===== config.mk =====
export PLATFORM = sky130hd
export DESIGN_NAME = adc_spi_responder
export DESIGN_NICKNAME = d
export VERILOG_FILES = /design/src/rtl/adc_spi_pkg.sv /design/src/rtl/spi_pin_sync.sv /design/src/rtl/adc_spi_responder.sv
export SDC_FILE = /design/constraint.sdc
export NUM_CORES = 1
export LEC_CHECK = 0
export ABC_AREA = 1
export CORE_UTILIZATION = 42
export CTS_CLUSTER_DIAMETER = 30
export DETAILED_ROUTE_END_ITERATION = 8
export PLACE_DENSITY = 0.84
export SLEW_MARGIN = 20
export SYNTH_ARGS = -nofsm -noshare
export SYNTH_HDL_FRONTEND = slang
export SYNTH_SLANG_ARGS = --single-unit

===== constraint.sdc =====
create_clock -name clk -period 1.5 [get_ports clk]
set_input_delay 0.15 -clock clk [delete_from_list [all_inputs] [get_ports clk]]
set_output_delay 0.15 -clock clk [all_outputs]
set_load 0.05 [all_outputs]

===== src/rtl/adc_spi_pkg.sv =====
// Shared constants, state encoding and frame helper for the AD7928-style SPI responder.
package adc_spi_pkg;

    localparam int FRAME_BITS = 16;
    localparam int DATA_BITS  = 12;
    localparam int ADDR_BITS  = 3;
    localparam int CNT_BITS   = 5;

    // Control word field positions within the 16-bit DIN frame
    localparam int WRITE_BIT  = 15;
    localparam int SEQ_BIT    = 14;
    localparam int ADD_HI     = 12;
    localparam int ADD_LO     = 10;
    localparam int PM_HI      = 9;
    localparam int PM_LO      = 8;
    localparam int SHADOW_BIT = 7;
    localparam int RANGE_BIT  = 5;
    localparam int CODING_BIT = 4;
    localparam int CTRL_LSB   = 4;

    typedef enum logic [1:0] {
        ST_IDLE  = 2'd0,
        ST_SHIFT = 2'd1,
        ST_DONE  = 2'd2
    } state_e;

    function automatic logic [FRAME_BITS-1:0] build_frame(
        input logic [ADDR_BITS-1:0] addr,
        input logic [DATA_BITS-1:0] data
    );
        return {1'b0, addr, data};
    endfunction

endpackage


===== src/rtl/spi_pin_sync.sv =====
// Multi-stage synchronizer with rise/fall detection for one SPI pin.
module spi_pin_sync #(
    parameter int SYNC_STAGES = 2
) (
    input  logic clk,
    input  logic reset,
    input  logic pin,
    output logic sync,
    output logic rise,
    output logic fall
);

    logic [SYNC_STAGES-1:0] chain_r;
    logic                   prev_r;

    // Chain resets low so a pin already low at reset release never looks like a fall
    always_ff @(posedge clk) begin
        if (reset) begin
            chain_r <= {SYNC_STAGES{1'b0}};
            prev_r  <= 1'b0;
        end else begin
            chain_r <= {chain_r[SYNC_STAGES-2:0], pin};
            prev_r  <= chain_r[SYNC_STAGES-1];
        end
    end

    assign sync = chain_r[SYNC_STAGES-1];
    assign rise = chain_r[SYNC_STAGES-1] & ~prev_r;
    assign fall = ~chain_r[SYNC_STAGES-1] & prev_r;

endmodule


===== src/rtl/adc_spi_responder.sv =====
// ADC end of the SPI link: shifts out channel frames and decodes the DIN control word.
module adc_spi_responder
    import adc_spi_pkg::*;
#(
    parameter int SYNC_STAGES = 2,
    parameter int NUM_CH      = 8
) (
    input  logic                          clk,
    input  logic                          reset,
    input  logic                          adc_cs_n,
    input  logic                          adc_sclk,
    input  logic                          adc_din,
    input  logic [DATA_BITS*NUM_CH-1:0]   ch_data,
    output logic                          adc_dout,
    output logic                          adc_dout_oe,
    output logic [ADDR_BITS-1:0]          cur_addr,
    output logic [DATA_BITS-1:0]          ctrl_word,
    output logic                          ctrl_valid,
    output logic                          frame_err
);

    logic cs_sync_s, cs_rise_s, cs_fall_s;
    logic sclk_sync_s, sclk_rise_s, sclk_fall_s;
    logic din_sync_s, din_rise_s, din_fall_s;
    logic unused_s;

    spi_pin_sync #(.SYNC_STAGES(SYNC_STAGES)) u_cs_sync (
        .clk(clk), .reset(reset), .pin(adc_cs_n),
        .sync(cs_sync_s), .rise(cs_rise_s), .fall(cs_fall_s)
    );
    spi_pin_sync #(.SYNC_STAGES(SYNC_STAGES)) u_sclk_sync (
        .clk(clk), .reset(reset), .pin(adc_sclk),
        .sync(sclk_sync_s), .rise(sclk_rise_s), .fall(sclk_fall_s)
    );
    spi_pin_sync #(.SYNC_STAGES(SYNC_STAGES)) u_din_sync (
        .clk(clk), .reset(reset), .pin(adc_din),
        .sync(din_sync_s), .rise(din_rise_s), .fall(din_fall_s)
    );

    assign unused_s = ^{cs_sync_s, sclk_sync_s, sclk_rise_s, din_rise_s, din_fall_s};

    state_e                  state_r, state_nxt_s;
    logic [FRAME_BITS-1:0]   tx_r, tx_nxt_s;
    logic [FRAME_BITS-1:0]   rx_r, rx_nxt_s, rx_shift_s;
    logic [CNT_BITS-1:0]     bit_cnt_r, bit_cnt_nxt_s;
    logic                    dout_r, dout_nxt_s;
    logic                    oe_r, oe_nxt_s;
    logic [ADDR_BITS-1:0]    cur_addr_r, cur_addr_nxt_s;
    logic [DATA_BITS-1:0]    ctrl_word_r, ctrl_word_nxt_s;
    logic                    ctrl_valid_r, ctrl_valid_nxt_s;
    logic                    frame_err_r, frame_err_nxt_s;
    logic [DATA_BITS-1:0]    sel_data_s;
    logic [FRAME_BITS-1:0]   tx_frame_s;

    // Channel mux; addresses with no channel behind them read as zero
    always_comb begin
        sel_data_s = {DATA_BITS{1'b0}};
        for (int i = 0; i < NUM_CH; i++) begin
            sel_data_s = sel_data_s |
                ((cur_addr_r == ADDR_BITS'(i)) ? ch_data[i*DATA_BITS +: DATA_BITS]
                                               : {DATA_BITS{1'b0}});
        end
        tx_frame_s = build_frame(cur_addr_r, sel_data_s);
    end

    // Next-state and datapath decode for the frame sequencer
    always_comb begin
        state_nxt_s      = state_r;
        tx_nxt_s         = tx_r;
        rx_nxt_s         = rx_r;
        bit_cnt_nxt_s    = bit_cnt_r;
        dout_nxt_s       = dout_r;
        oe_nxt_s         = oe_r;
        cur_addr_nxt_s   = cur_addr_r;
        ctrl_word_nxt_s  = ctrl_word_r;
        ctrl_valid_nxt_s = 1'b0;
        frame_err_nxt_s  = 1'b0;
        rx_shift_s       = {rx_r[FRAME_BITS-2:0], din_sync_s};

        case (state_r)
            ST_IDLE: begin
                dout_nxt_s = 1'b0;
                oe_nxt_s   = 1'b0;
                if (cs_fall_s) begin
                    tx_nxt_s      = tx_frame_s;
                    rx_nxt_s      = {FRAME_BITS{1'b0}};
                    bit_cnt_nxt_s = {CNT_BITS{1'b0}};
                    dout_nxt_s    = tx_frame_s[FRAME_BITS-1];
                    oe_nxt_s      = 1'b1;
                    state_nxt_s   = ST_SHIFT;
                end else begin
                    state_nxt_s   = ST_IDLE;
                end
            end
            ST_SHIFT: begin
                // A 16th fall coinciding with CS# rising still completes the frame
                if (sclk_fall_s && (bit_cnt_r == CNT_BITS'(FRAME_BITS - 1))) begin
                    rx_nxt_s      = rx_shift_s;
                    bit_cnt_nxt_s = bit_cnt_r + 5'd1;
                    tx_nxt_s      = {tx_r[FRAME_BITS-2:0], 1'b0};
                    dout_nxt_s    = 1'b0;
                    if (rx_shift_s[WRITE_BIT]) begin
                        ctrl_word_nxt_s  = rx_shift_s[FRAME_BITS-1:CTRL_LSB];
                        cur_addr_nxt_s   = rx_shift_s[ADD_HI:ADD_LO];
                        ctrl_valid_nxt_s = 1'b1;
                    end else begin
                        ctrl_valid_nxt_s = 1'b0;
                    end
                    if (cs_rise_s) begin
                        state_nxt_s = ST_IDLE;
                        oe_nxt_s    = 1'b0;
                    end else begin
                        state_nxt_s = ST_DONE;
                    end
                end else if (cs_rise_s) begin
                    state_nxt_s     = ST_IDLE;
                    oe_nxt_s        = 1'b0;
                    dout_nxt_s      = 1'b0;
                    frame_err_nxt_s = 1'b1;
                end else if (sclk_fall_s) begin
                    rx_nxt_s      = rx_shift_s;
                    bit_cnt_nxt_s = bit_cnt_r + 5'd1;
                    tx_nxt_s      = {tx_r[FRAME_BITS-2:0], 1'b0};
                    dout_nxt_s    = tx_r[FRAME_BITS-2];
                end else begin
                    state_nxt_s   = ST_SHIFT;
                end
            end
            ST_DONE: begin
                dout_nxt_s = 1'b0;
                if (cs_rise_s) begin
                    state_nxt_s = ST_IDLE;
                    oe_nxt_s    = 1'b0;
                end else begin
                    state_nxt_s = ST_DONE;
                end
            end
            default: begin
                state_nxt_s = ST_IDLE;
                dout_nxt_s  = 1'b0;
                oe_nxt_s    = 1'b0;
            end
        endcase
    end

    // State and datapath registers
    always_ff @(posedge clk) begin
        if (reset) begin
            state_r      <= ST_IDLE;
            tx_r         <= {FRAME_BITS{1'b0}};
            rx_r         <= {FRAME_BITS{1'b0}};
            bit_cnt_r    <= {CNT_BITS{1'b0}};
            dout_r       <= 1'b0;
            oe_r         <= 1'b0;
            cur_addr_r   <= {ADDR_BITS{1'b0}};
            ctrl_word_r  <= {DATA_BITS{1'b0}};
            ctrl_valid_r <= 1'b0;
            frame_err_r  <= 1'b0;
        end else begin
            state_r      <= state_nxt_s;
            tx_r         <= tx_nxt_s;
            rx_r         <= rx_nxt_s;
            bit_cnt_r    <= bit_cnt_nxt_s;
            dout_r       <= dout_nxt_s;
            oe_r         <= oe_nxt_s;
            cur_addr_r   <= cur_addr_nxt_s;
            ctrl_word_r  <= ctrl_word_nxt_s;
            ctrl_valid_r <= ctrl_valid_nxt_s;
            frame_err_r  <= frame_err_nxt_s;
        end
    end

    assign adc_dout    = dout_r;
    assign adc_dout_oe = oe_r;
    assign cur_addr    = cur_addr_r;
    assign ctrl_word   = ctrl_word_r;
    assign ctrl_valid  = ctrl_valid_r;
    assign frame_err   = frame_err_r;

endmodule


==> results by group <==
Layout
  – Core Util, Final: 67.3%
  – Finished Cell Area: 5530 um^2
  – Share of cells above drive strength 1: 20.7%
  – # fillers: 659
  – N_diodes: 0
  – P&R area growth vs syn: 55.3%
  – Final #Nets: 782

Global route
  – GRT overflow: 0
  – Vias in the first global route: 3853
  – Total Routing Usage GR: 25.1%
  – First-pass GRT wire length: 17400 um
  – Initial antenna violation count: 0
  – Pin count of the biggest net entering global routing: 44

Drt
  – WL final: 11800 um
  – Routed length per placed instance: 15.0 um
  – Vias: 4180
  – Detailed Routing Iterations Pass 1: 4
  – DRC errors left: 0
  – Antenna-violating nets left: 0
  – DRT iter0 DRCs: 200
  – Vias per cell: 5.32

Place
  – Routability congestion estimate: 0.869
  – Dpl hpwl: 7650 um
  – Placed Instance Area: 5010 um^2
  – PortBufs: 119

Synthesis
  – Most used DFF post-synth: dfxtp_1
  – Number of synthesized flops with an enable pin: 0
  – Post-synthesis register bit count: 61
  – Yosys Warn Count: 0
  – Cell with the most instances after synthesis: nand2_1
  – Synth cell types: 26
  – Post-Synth Simple-Gate Area: 39.7%
  – Synth Area in XOR/XNOR: 0.246%
  – Yosys top cell by area: dfxtp_1
  – Async set or reset register ratio after synthesis: 0%
  – Largest family of logic cells by synthesized area: simple AND/OR/NAND/NOR gates
  – Synthesized net count: 653
  – Syn_area_per_cell: 6.52 um^2
  – Top cell type's share of synthesized area: 34.3%
  – Mux contribution to synthesized area: 0%
  – Seq/Total Area, Yosys: 34.3%
  – Post-Syn Area: 3560 um^2
  – Area contributors post-synth: dfxtp_1, nand2_1, nand4_1, nand3_1, a21oi_1
  – Syn Inst Count: 546
  – Synth Area in Adders: 2.11%
  – Post-synth top cells: nand2_1, nand4_1, dfxtp_1
  – Synth Area in Compound Gates: 11.0%

Floorplan
  – Die extent in y: 94.1 um
  – I/O Pins: 120
  – Area of the core: 8220 um^2
  – Die area: 8850 um^2
  – Initial Util: 43.3%
  – Row count: 33
  – Die width: 94.1 um

Critical path
  – CP required: 1730 ps
  – Crit Path Category: flop to flop
  – Worst EP arrival: 1920 ps
  – Startpoint types: flop
  – CP Max Fanout: 20
  – Crit. End Element: flop
  – Reg-to-reg slack, setup: -190 ps

STA
  – Slew headroom: 74.8%
  – Hold WS: 315 ps
  – Setup TNS: -3220 ps
  – Max Slew Vio Count: 0
  – Setup Skew: 4.11 ps
  – Fin crit period: 1690 ps
  – Setup violators final: 44
  – Final cycle utilization of the critical path: 112%
  – Worst-Margin Slew: 377 ps
  – Final worst slack: -185 ps
  – Max Freq: 593 MHz
  – Final hold violation count: 0
  – RSZ-0062 raised after global routing: true

Power and ir drop
  – Peak supply drop: 0.832 mV
  – Leak pwr: 0.00237 uW
  – PD cells: 644 nW/um^2

Clock network
  – Clk Latency, worst-skew pair: 350 ps
  – TritonCTS clock tree: built
  – CTS sink count: 61
  – Hold_buf cts: 0
  – H-tree Lvls: 3
  – Reg clk slew, reported paths: 60 ps
  – CTS buffer count: 9
  – CTS max path bufs: 2
  – CTS Root Cell: clkbuf_8

Min path
  – Worst min-delay path class: primary input to flop

Run status
  – Outcome: finished, violations left
  – Failing checks: negative setup slack

Flow run
  – Max-Cap Viols: 0
[placed cells by master, fill, tap and decap left out, drive strengths merged]
cell / count
nor2: 49
clkdlybuf4s50: 100
a21oi: 52
o21ai: 19
clkinv: 3
nor3: 1
inv: 53
clkinvlp: 3
or2: 2
nand4: 65
dfxtp: 61
nand2: 130
xor2: 1
ha: 6
clkbuf: 12
nor4: 1
a31oi: 1
buf: 63
nand3: 58
[cell families (layout without fill, tap and decap cells)]
group,Yosys count,after routing
AND/OR/NAND/NOR,306,306
buffers and inverters,100,234
XOR/XNOR,1,1
adder cells (fa/ha/maj),6,6
flip-flops,61,61
AO/OA/AOI/OAI,72,72
[timing repair]
item,CTS,global route
pin swaps,15,5
setup endpoints to repair,48,50
cloned,3,0
resized for setup,28,31
buffers inserted,7,3
[layer usage]
metal	wire length, um	GRT usage, %
met2	5730	43.9
met1	4650	28.5
met3	1010	6.63
met4	392	10.9
met5	0	0
[power by group]
part           switching (uW)  internal, uW  leakage (uW)
Sequential               14.0          1650      0.000498
Clock                     630           680     0.0000921
Combinational             236           348       0.00178
Total                     880          2680       0.00237
[critical path: stages, from the launching register on]
cell,delay (ps)
dfxtp_2,350
ha_4,150
nand2_4,60
nor2_4,110
ha_4,150
nand2_4,60
nand3_4,90
nand3_4,110
buf_6,190
o21ai_0,220
a21oi_1,80
[per-stage QoR]
stage          instances  power (uW)  worst slack [ps]
6_report             785        3560              -185
5_1_grt              785        3710              -224
4_1_cts              782        3560              -102
3_5_place_dp         756        2230              -191
3_3_place_gp         756        2220              -106
2_1_floorplan        546        1910             -46.2
[worst paths after layout]
path,from,to,cells after the start
max reg2reg,bit_cnt_r[1],bit_cnt_r[2],10
max,bit_cnt_r[1],bit_cnt_r[2],10
min reg2reg,u_cs_sync.chain_r[0],u_cs_sync.chain_r[1],2
min,adc_cs_n,u_cs_sync.chain_r[0],3
[registers in the layout, summed over array words and instances (netlist names)]
| name | flops |
|---|---|
| ctrl_valid | 1 |
| tx_r | 15 |
| rx_r | 15 |
| adc_dout | 1 |
| u_sclk_sync.prev_r | 1 |
| cur_addr | 2 |
| u_cs_sync.chain_r | 2 |
| u_din_sync.chain_r | 2 |
| frame_err | 1 |
| ctrl_word | 10 |
| bit_cnt_r | 5 |
| u_cs_sync.prev_r | 1 |
| adc_dout_oe | 1 |
| u_sclk_sync.chain_r | 2 |
| state_r | 2 |
[layout make-up]
type                            instances  area (um^2)  share of cell area (%)
Inverter                               53          206                    3.73
Timing Repair inverter                  2         15.0                   0.271
Clock buffer                           12          155                    2.81
Clock inverter                          4         22.5                   0.407
Tap cell                              105          131                    2.38
Sequential cell                        61         1230                    22.3
Timing Repair Buffer                  163         1690                    30.5
Multi-Input combinational cell        385         2080                    37.6
No activity file was read; power rests on OpenSTA's default activity.
